[src/rtl/layer_seq.sv]
// layer_seq: sequenced fixed-point neural layer. It evaluates sm neurons of
// sx inputs each through one shared multiply-accumulate unit.
// Fixed-point format is [i:-f] = 32 bits (1 sign, 7 integer, 24 fraction).
// Optional feature: define LAYER_SAT_EN to clamp z[k] on overflow instead
// of wrapping.
// Ports:
//   clk    rising-edge clock
//   rst    synchronous active-high reset
//   start  request an evaluation (accepted only while busy = 0)
//   nx     packed inputs   x[j]    = nx[j*32 +: 32]
//   nw     packed weights  w[k][j] = nw[(k*sx+j)*32 +: 32]
//   nb     packed biases   b[k]    = nb[k*32 +: 32]
//   busy   evaluation in progress
//   done   one-cycle pulse; nz/ny updated on the same edge
//   nz     packed pre-activation sums z[k]
//   ny     packed activations y[k] = relu(z[k])
module layer_seq #(
    parameter int unsigned sx = 2,
    parameter int unsigned sm = 2,
    localparam int unsigned N = 32
) (
    input  logic               clk,
    input  logic               rst,
    input  logic               start,
    input  logic [N*sx-1:0]    nx,
    input  logic [N*sx*sm-1:0] nw,
    input  logic [N*sm-1:0]    nb,
    output logic               busy,
    output logic               done,
    output logic [N*sm-1:0]    nz,
    output logic [N*sm-1:0]    ny
);
    localparam int unsigned IB = 7;
    localparam int unsigned FB = 24;
    localparam int unsigned AW = 2 * N;
    localparam int unsigned KW = (sm > 1) ? $clog2(sm) : 1;
    localparam int unsigned JW = (sx > 1) ? $clog2(sx) : 1;

    localparam logic [1:0] S_IDLE = 2'd0;
    localparam logic [1:0] S_BIAS = 2'd1;
    localparam logic [1:0] S_MAC  = 2'd2;
    localparam logic [1:0] S_WB   = 2'd3;

    logic [1:0]         state_q, state_d;
    logic [KW-1:0]      k_q, k_d;
    logic [JW-1:0]      j_q, j_d;
    logic [AW-1:0]      acc_q, acc_d;
    logic [N*sx-1:0]    x_q, x_d;
    logic [N*sx*sm-1:0] w_q, w_d;
    logic [N*sm-1:0]    b_q, b_d;
    logic [N-1:0]       zs_q [sm];
    logic [N-1:0]       zs_d [sm];
    logic [N-1:0]       ys_q [sm];
    logic [N-1:0]       ys_d [sm];
    logic [N-1:0]       nz_q [sm];
    logic [N-1:0]       nz_d [sm];
    logic [N-1:0]       ny_q [sm];
    logic [N-1:0]       ny_d [sm];
    logic               busy_q, busy_d;
    logic               done_q, done_d;

    // Word views of the captured operand buses.
    logic signed [N-1:0] x_a [sx];
    logic signed [N-1:0] w_a [sm][sx];
    logic signed [N-1:0] b_a [sm];

    for (genvar gj = 0; gj < sx; gj++) begin : g_x
        assign x_a[gj] = x_q[gj*N +: N];
    end
    for (genvar gk = 0; gk < sm; gk++) begin : g_kw
        assign b_a[gk] = b_q[gk*N +: N];
        assign nz[gk*N +: N] = nz_q[gk];
        assign ny[gk*N +: N] = ny_q[gk];
        for (genvar gj = 0; gj < sx; gj++) begin : g_w
            assign w_a[gk][gj] = w_q[(gk*sx+gj)*N +: N];
        end
    end

    // The single multiplier: full-width signed product of x[j] and w[k][j].
    logic signed [AW-1:0] prod_c;
    assign prod_c = $signed(AW'(x_a[j_q])) * $signed(AW'(w_a[k_q][j_q]));

    // Bias aligned to the accumulator format [2i+1:-2f].
    logic [AW-1:0] bias_c;
    assign bias_c = {{(IB+1){b_a[k_q][N-1]}}, b_a[k_q], {FB{1'b0}}};

    // Accumulator reduced back to [i:-f].
    logic [N-1:0] z_c, y_c;
`ifdef LAYER_SAT_EN
    logic [AW-FB-N:0] acc_hi;
    logic             acc_ovf;
    assign acc_hi  = acc_q[AW-1:FB+N-1];
    // In range only when every bit above the result sign matches it.
    assign acc_ovf = ~((&acc_hi) | ~(|acc_hi));
    assign z_c = !acc_ovf    ? acc_q[FB +: N] :
                 acc_q[AW-1] ? {1'b1, {(N-1){1'b0}}} :
                               {1'b0, {(N-1){1'b1}}};
`else
    assign z_c = acc_q[FB +: N];
`endif
    assign y_c = z_c[N-1] ? '0 : z_c;

    // Next-state and datapath control.
    always_comb begin
        state_d = state_q;
        k_d     = k_q;
        j_d     = j_q;
        acc_d   = acc_q;
        x_d     = x_q;
        w_d     = w_q;
        b_d     = b_q;
        zs_d    = zs_q;
        ys_d    = ys_q;
        nz_d    = nz_q;
        ny_d    = ny_q;
        busy_d  = busy_q;
        done_d  = 1'b0;
        case (state_q)
            S_IDLE: begin
                if (start) begin
                    x_d     = nx;
                    w_d     = nw;
                    b_d     = nb;
                    k_d     = '0;
                    busy_d  = 1'b1;
                    state_d = S_BIAS;
                end
            end
            S_BIAS: begin
                acc_d   = bias_c;
                j_d     = '0;
                state_d = S_MAC;
            end
            S_MAC: begin
                acc_d = acc_q + prod_c;
                if (j_q == JW'(sx - 1)) begin
                    state_d = S_WB;
                end else begin
                    j_d = j_q + JW'(1);
                end
            end
            default: begin
                zs_d[k_q] = z_c;
                ys_d[k_q] = y_c;
                if (k_q != KW'(sm - 1)) begin
                    k_d     = k_q + KW'(1);
                    state_d = S_BIAS;
                end else begin
                    // Publish all neurons at once, including the one just written.
                    nz_d    = zs_d;
                    ny_d    = ys_d;
                    done_d  = 1'b1;
                    busy_d  = 1'b0;
                    k_d     = '0;
                    state_d = S_IDLE;
                end
            end
        endcase
    end

    // State and datapath registers.
    always_ff @(posedge clk) begin
        if (rst) begin
            state_q <= S_IDLE;
            k_q     <= '0;
            j_q     <= '0;
            acc_q   <= '0;
            x_q     <= '0;
            w_q     <= '0;
            b_q     <= '0;
            zs_q    <= '{default: '0};
            ys_q    <= '{default: '0};
            nz_q    <= '{default: '0};
            ny_q    <= '{default: '0};
            busy_q  <= 1'b0;
            done_q  <= 1'b0;
        end else begin
            state_q <= state_d;
            k_q     <= k_d;
            j_q     <= j_d;
            acc_q   <= acc_d;
            x_q     <= x_d;
            w_q     <= w_d;
            b_q     <= b_d;
            zs_q    <= zs_d;
            ys_q    <= ys_d;
            nz_q    <= nz_d;
            ny_q    <= ny_d;
            busy_q  <= busy_d;
            done_q  <= done_d;
        end
    end

    assign busy = busy_q;
    assign done = done_q;

endmodule

[config.mk]
export PLATFORM = sky130hd
export DESIGN_NAME = layer_seq
export DESIGN_NICKNAME = d
export VERILOG_FILES = /design/src/rtl/layer_seq.sv
export SDC_FILE = /design/constraint.sdc
export NUM_CORES = 2
export LEC_CHECK = 0
export ABC_AREA = 1
export BUFFER_PORTS_ARGS = -buffer_cell sky130_fd_sc_hd__clkbuf_2
export CAP_MARGIN = 10
export CORE_MARGIN = 2
export CORE_UTILIZATION = 50
export CTS_CLUSTER_DIAMETER = 40
export DETAILED_ROUTE_END_ITERATION = 10
export GPL_TIMING_DRIVEN = 0
export PLACE_DENSITY_LB_ADDON = 0.1
export SYNTH_ARGS = -nofsm -noshare
export SYNTH_HDL_FRONTEND = slang
export SYNTH_SLANG_ARGS = --single-unit
[constraint.sdc]
create_clock -name clk -period 14.2 [get_ports clk]
set_clock_uncertainty 0.1 [all_clocks]
set_input_delay 2.13 -clock clk [delete_from_list [all_inputs] [get_ports clk]]
set_output_delay 2.13 -clock clk [all_outputs]
set_load 0.02 [all_outputs]
; Word-level counts from Yosys, hierarchy flattened
; Cells that the tools add are included.
[word_totals]
ff_bits = 582
output_inout_bits = 130
word_cells = 75
[op_classes]
addsub = 3
multipliers = 1
n_lt_le_gt_ge = 3
n_eq_ne = 4
muxes = 31
n_bitwise = 4
reduce_logical = 12
[op_table]
columns = operator, n
row1 = $mux W32, 10
row2 = $mux W64, 3
row3 = $bwmux W64, 2
row4 = $pmux W64 S2, 1
row5 = $add A64 B64 Y64, 1
row6 = $mul A32 B32 Y64, 1
row7 = $demux W32 S1, 1
row8 = $mux W31, 1
row9 = $reduce_and A2 Y1, 4
row10 = $mux W1, 7
row11 = $pmux W1 S2, 3
row12 = $pmux W2 S3, 1
row13 = $ge A2 B2 Y1 const B, 2
row14 = $mux W2, 2
row15 = $ne A2 B2 Y1 const B, 2
row16 = $not A1 Y2, 2
row17 = $reduce_bool A2 Y1, 2
row18 = $reduce_or A4 Y1, 1
row19 = $reduce_and A3 Y1, 1
row20 = $reduce_or A3 Y1, 1
row21 = $add A1 B1 Y1 const B, 2
row22 = $eq A2 B1 Y1 const B, 1
row23 = $eq A2 B2 Y1 const B, 1
row24 = $logic_not A2 Y1, 1
row25 = other kinds (4), 5

; Depth between registers and ports, before layout
[depth]
ltp_word = 10
depth_mapped = 41
depth_no_buf = 35

; Worst setup path after synthesis
; OpenSTA, ideal clock, no wires.
[synth_timing]
kind = register -> register
startpoint = register k_q
endpoint = register acc_q[55]
setup_ps = 70
t_arrival_ps = 7715
required_time_ps = 14030
path_slack_ps = 6315
stages_incl_launch_ff = 36
cell_sequence = dfxtp_1 buf_6 inv_4 buf_6 buf_8 buf_2 nand2_1 nand3_1 nand2_1 nor2_1 inv_1 fa_1 fa_1 inv_1 fa_1 inv_1 fa_1 inv_1 fa_1 fa_1 fa_1 inv_1 fa_1 inv_1 ha_1 nand2_1 nor2_1 nand2_1 inv_1 a21oi_1 or2_2 nand3_1 inv_1 nand3_1 nand3_1 a21oi_1
[synth_via]
elab_chain_len = 10
word_cells_on_any_way = 13
[synth_lines]
columns = element, line_no
row1 = start: declaration, 45  ; logic [KW-1:0] k_q, k_d;
row2 = start signal: assignment, 179  ; k_q <= k_d;
row3 = $not A1 Y2 (implied by the code) (*), "81, 85"
row4 = $mux W64 (implied by the code) (3 in a row), 81  ; assign prod_c = $signed(AW'(x_a[j_q])) * $signed(AW'(w_a[k_q][j_q]));
row5 = $mux W32 (implied by the code) (3 in a row), 81
row6 = $mul A32 B32 Y64, 81
row7 = $add A64 B64 Y64, 135  ; acc_d = acc_q + prod_c;
row8 = $pmux W64 S2 (*), 118  ; case (state_q)
row9 = end signal: assignment, 167  ; acc_q <= '0;
row10 = end signal: assignment, 181  ; acc_q <= acc_d;
row11 = end: declaration, 47  ; logic [AW-1:0] acc_q, acc_d;
; Mark *: on every way between the ends. The rest lies on a longest branch, timed or not. The select of a mux whose other input is x is not followed.
; A chain may end at the register's enable or synchronous reset.

; Final worst setup path
[layout_timing]
startpoint = register j_q
endpoint = register acc_q[27]
[layout_via]
elab_chain_len = 7
word_cells_on_any_way = 10
[layout_lines]
columns = element, line_no
row1 = start: declaration, 46  ; logic [JW-1:0] j_q, j_d;
row2 = start signal: assignment, 180  ; j_q <= j_d;
row3 = $not A1 Y2 (implied by the code) (*), 81
row4 = $mux W32 (implied by the code) (3 in a row), 81
row5 = $mul A32 B32 Y64 (*), 81
row6 = $add A64 B64 Y64 (*), 135
row7 = $pmux W64 S2 (*), 118
; Marks and branches as above.

==> summary.txt <==
Status
  • Status: complete, no violations

Floorplanning
  • FP Rows: 121
  • Die W: between 300 and 400 µm
  • Die height: approximately 340 µm
  • Die Footprint: 113000 µm²
  • Starting density of the core: 50.6%
  • Total core area: 109000 µm²
  • Io pins: about 390

Worst setup path
  • Critical path buffers and inverters: 10
  • Cell family with most CP delay: adder cells
  • Worst endpoint required time: roughly 15000 ps
  • Crit path largest cell delay: 1100 ps
  • CP Capture Type: flop
  • Data arrival, critical path: 11470 ps
  • Slowest CP cell: clkinv_1
  • Crit-path max FO: 10
  • Crit path kind: flop to flop
  • Most used cell, CP: fa_1
  • Setup crit start kind: flop

Yosys
  • XOR/XNOR Fraction of Synth Area: 0.380%
  • Mapped Cells: roughly 6.9k
  • Top cell type's share of synthesized area: between 30% and 40%
  • EDFF count, synth: 0
  • Post-synthesis mux area share: 0%
  • Synthesis-stage register bit count: 510
  • Post-synthesis compound-gate area fraction: under 10%
  • Ranking of synthesized cells by area: fa_1 39%, dfxtp_1 18%, nor2_1 8.9%, inv_1 8.2%, nand2_1 7.5%
  • Leading area contributor after synthesis: fa_1
  • Post-Syn Nets: 8416
  • Adder-cell share of the synthesized area: 43.7%
  • Sequential share of the synthesized area: 18.5%
  • Largest family of logic cells by synthesized area: adder cells
  • Fraction of the mapped netlist area in simple logic gates: 18.6%
  • Ys async rst share: 0%
  • YS warnings: 0
  • Distinct cells, synth: 44
  • Mean Syn Cell Area: 8.04 µm²
  • Syn Std Cell Area: 55300 µm²
  • Top_reg_cell synth: dfxtp_1

Timing
  • Final setup vio count: 0
  • Final Max Slew Viols: 0
  • Max-slew headroom: approximately a tenth
  • Hold Fails Final Rpt: 0
  • Final worst slack: about 3100 ps
  • Slew @ Worst Pin: 1350 ps
  • FMAX: 0.0901 GHz
  • Final hold slack: 345 ps
  • Final TNS setup: 0 ps
  • RSZ-0062 raised after global routing: no
  • Final Cycle Share: 78.1%
  • Min Tclk post-route: ~11000 ps

Global routing
  • All-Layer GR Usage: 40.7%
  • Total congestion overflow: 0
  • Initial antenna violation count: 10
  • First-pass GRT wire length: between 300000 and 400000 µm
  • Vias in the first global route: 49.9k
  • Largest net degree at the start of global routing: 24

CTS
  • Postcts setup bufs: 0
  • Cts hold-fix bufs: 0
  • Total CTS buffers: 68
  • CTS tree: yes
  • H-tree depth: 3
  • Clock root cell: clkbuf_16
  • Post-CTS sizing: 0
  • Reg clk slew, reported paths: 60 ps
  • Clk_lat worst skew: 660 ps
  • Num Clock Sinks: 510
  • Max clock buf depth: 3

Layout
  • Most common cell after layout, fill and taps aside: nor2_1
  • Most frequent cells in the layout: 1310 x nor2_1, 1201 x inv_1, 1104 x nand2_1
  • Nets: 8887
  • Layout Utilization: 56.4%
  • Layout cells sized above 1: 8.55%
  • Growth of design area from synthesis to finish: 11.5%

Worst hold path
  • Worst hold path type: flop to flop

Placement
  • Pre-CTS setup slack: roughly 3400 ps
  • Number of I/O port buffers: 388
  • GPL Wtd Cong: between 1 and 1.5
  • Detail Placement HPWL: 195000 µm

Detailed routing
  • Avg WL per Cell: around 26 µm
  • Pre-Repair DR Iteration Count: 6
  • Via density: ~5.6
  • Drt first-iter violations: 4585
  • Antenna Violating Nets Remaining: 0
  • DRC Markers: 0
  • Vias: 49.3k
  • Post-Route WL: 227000 µm

Run
  • Max-Cap Viols: 0
worst min-delay path, cell delays in order (launching register included):
cell,delay [ps]
dfxtp_1,310
nand2_1,60
nor2_1,40
cell type report:
cell class / count / area (µm²)
buffer: 356 / 1440
sequential: 510 / 10200
clock buffer: 80 / 1790
antenna: 6 / 15.0
fill: 10900 / 47700
multi-input combinational: 4774 / 39000
tap: 1476 / 1850
clock inverter: 40 / 567
timing repair buffer: 401 / 2110
inverter: 1233 / 4630
cells by family (layout without fill, tap and decap cells):
family / Yosys count / after routing
AO/OA/AOI/OAI: 825 / 825
XOR/XNOR: 24 / 24
adder cells (fa/ha/maj): 1284 / 1284
buffers and inverters: 1589 / 2110
flip-flops: 510 / 510
other: 0 / 6
AND/OR/NAND/NOR: 2641 / 2641
metrics by stage:
stage,cell area (µm²),cells
6_report,61600,8876
5_1_grt,61600,8871
4_1_cts,61500,8864
3_5_place_dp,59100,8744
3_3_place_gp,59100,8737
2_1_floorplan,55300,6873
sequential cells by signal, summed over array words and instances, names as in the netlist:
| register | flops |
|---|---|
| k_q | 1 |
| x_q | 64 |
| ys_q | 32 |
| state_q | 2 |
| b_q | 64 |
| w_q | 128 |
| zs_q | 32 |
| acc_q | 56 |
| busy | 1 |
| nz | 64 |
| done | 1 |
| j_q | 1 |
| ny | 64 |
synthesized netlist by cell type, types with 2 or more instances:
cell and instances:
nor2_1 1310, nand4_1 11, clkinv_1 13, a21boi_0 5, a221oi_1 3, xor2_1 11
inv_1 1202, nand3_2 2, nand3_1 149, o21ai_0 538, a211oi_1 4, a31oi_1 26
and3_1 4, or2_2 24, buf_1 17, or2_0 5, clkbuf_1 285, inv_2 17
o21a_1 5, o21ai_2 6, ha_1 205, nor4_1 6, nor2_2 3, or2_1 2
a21oi_1 190, buf_2 49, nand2_1 1104, buf_6 4, nor3_1 8, o21bai_1 8
dfxtp_1 510, fa_1 1079, nand3b_1 3, xnor2_1 13, o21ai_1 13, o211ai_1 13
nand2_2 7, a21o_1 13
metal layers:
layer	global-route usage, %	share of wire [%]	vias up
li1	-	-	21400
met1	51.5	38	24700
met2	63.7	45	2575
met3	9.71	9.9	624
met4	23.7	7.1	2
met5	0	0.0048	-
worst paths after layout:
check / from / end / slack [ps] / cells past startpoint
worst max-delay path: j_q / acc_q[27] / 3110 / 30
worst min-delay path: ny[63] / ny[63] / 340 / 2
worst max register to register: j_q / acc_q[27] / 3110 / 30
worst min register to register: ny[63] / ny[63] / 340 / 2
Power is not shown: default switching activity piles up to over one toggle a cycle in this logic, so the estimate is an artifact.
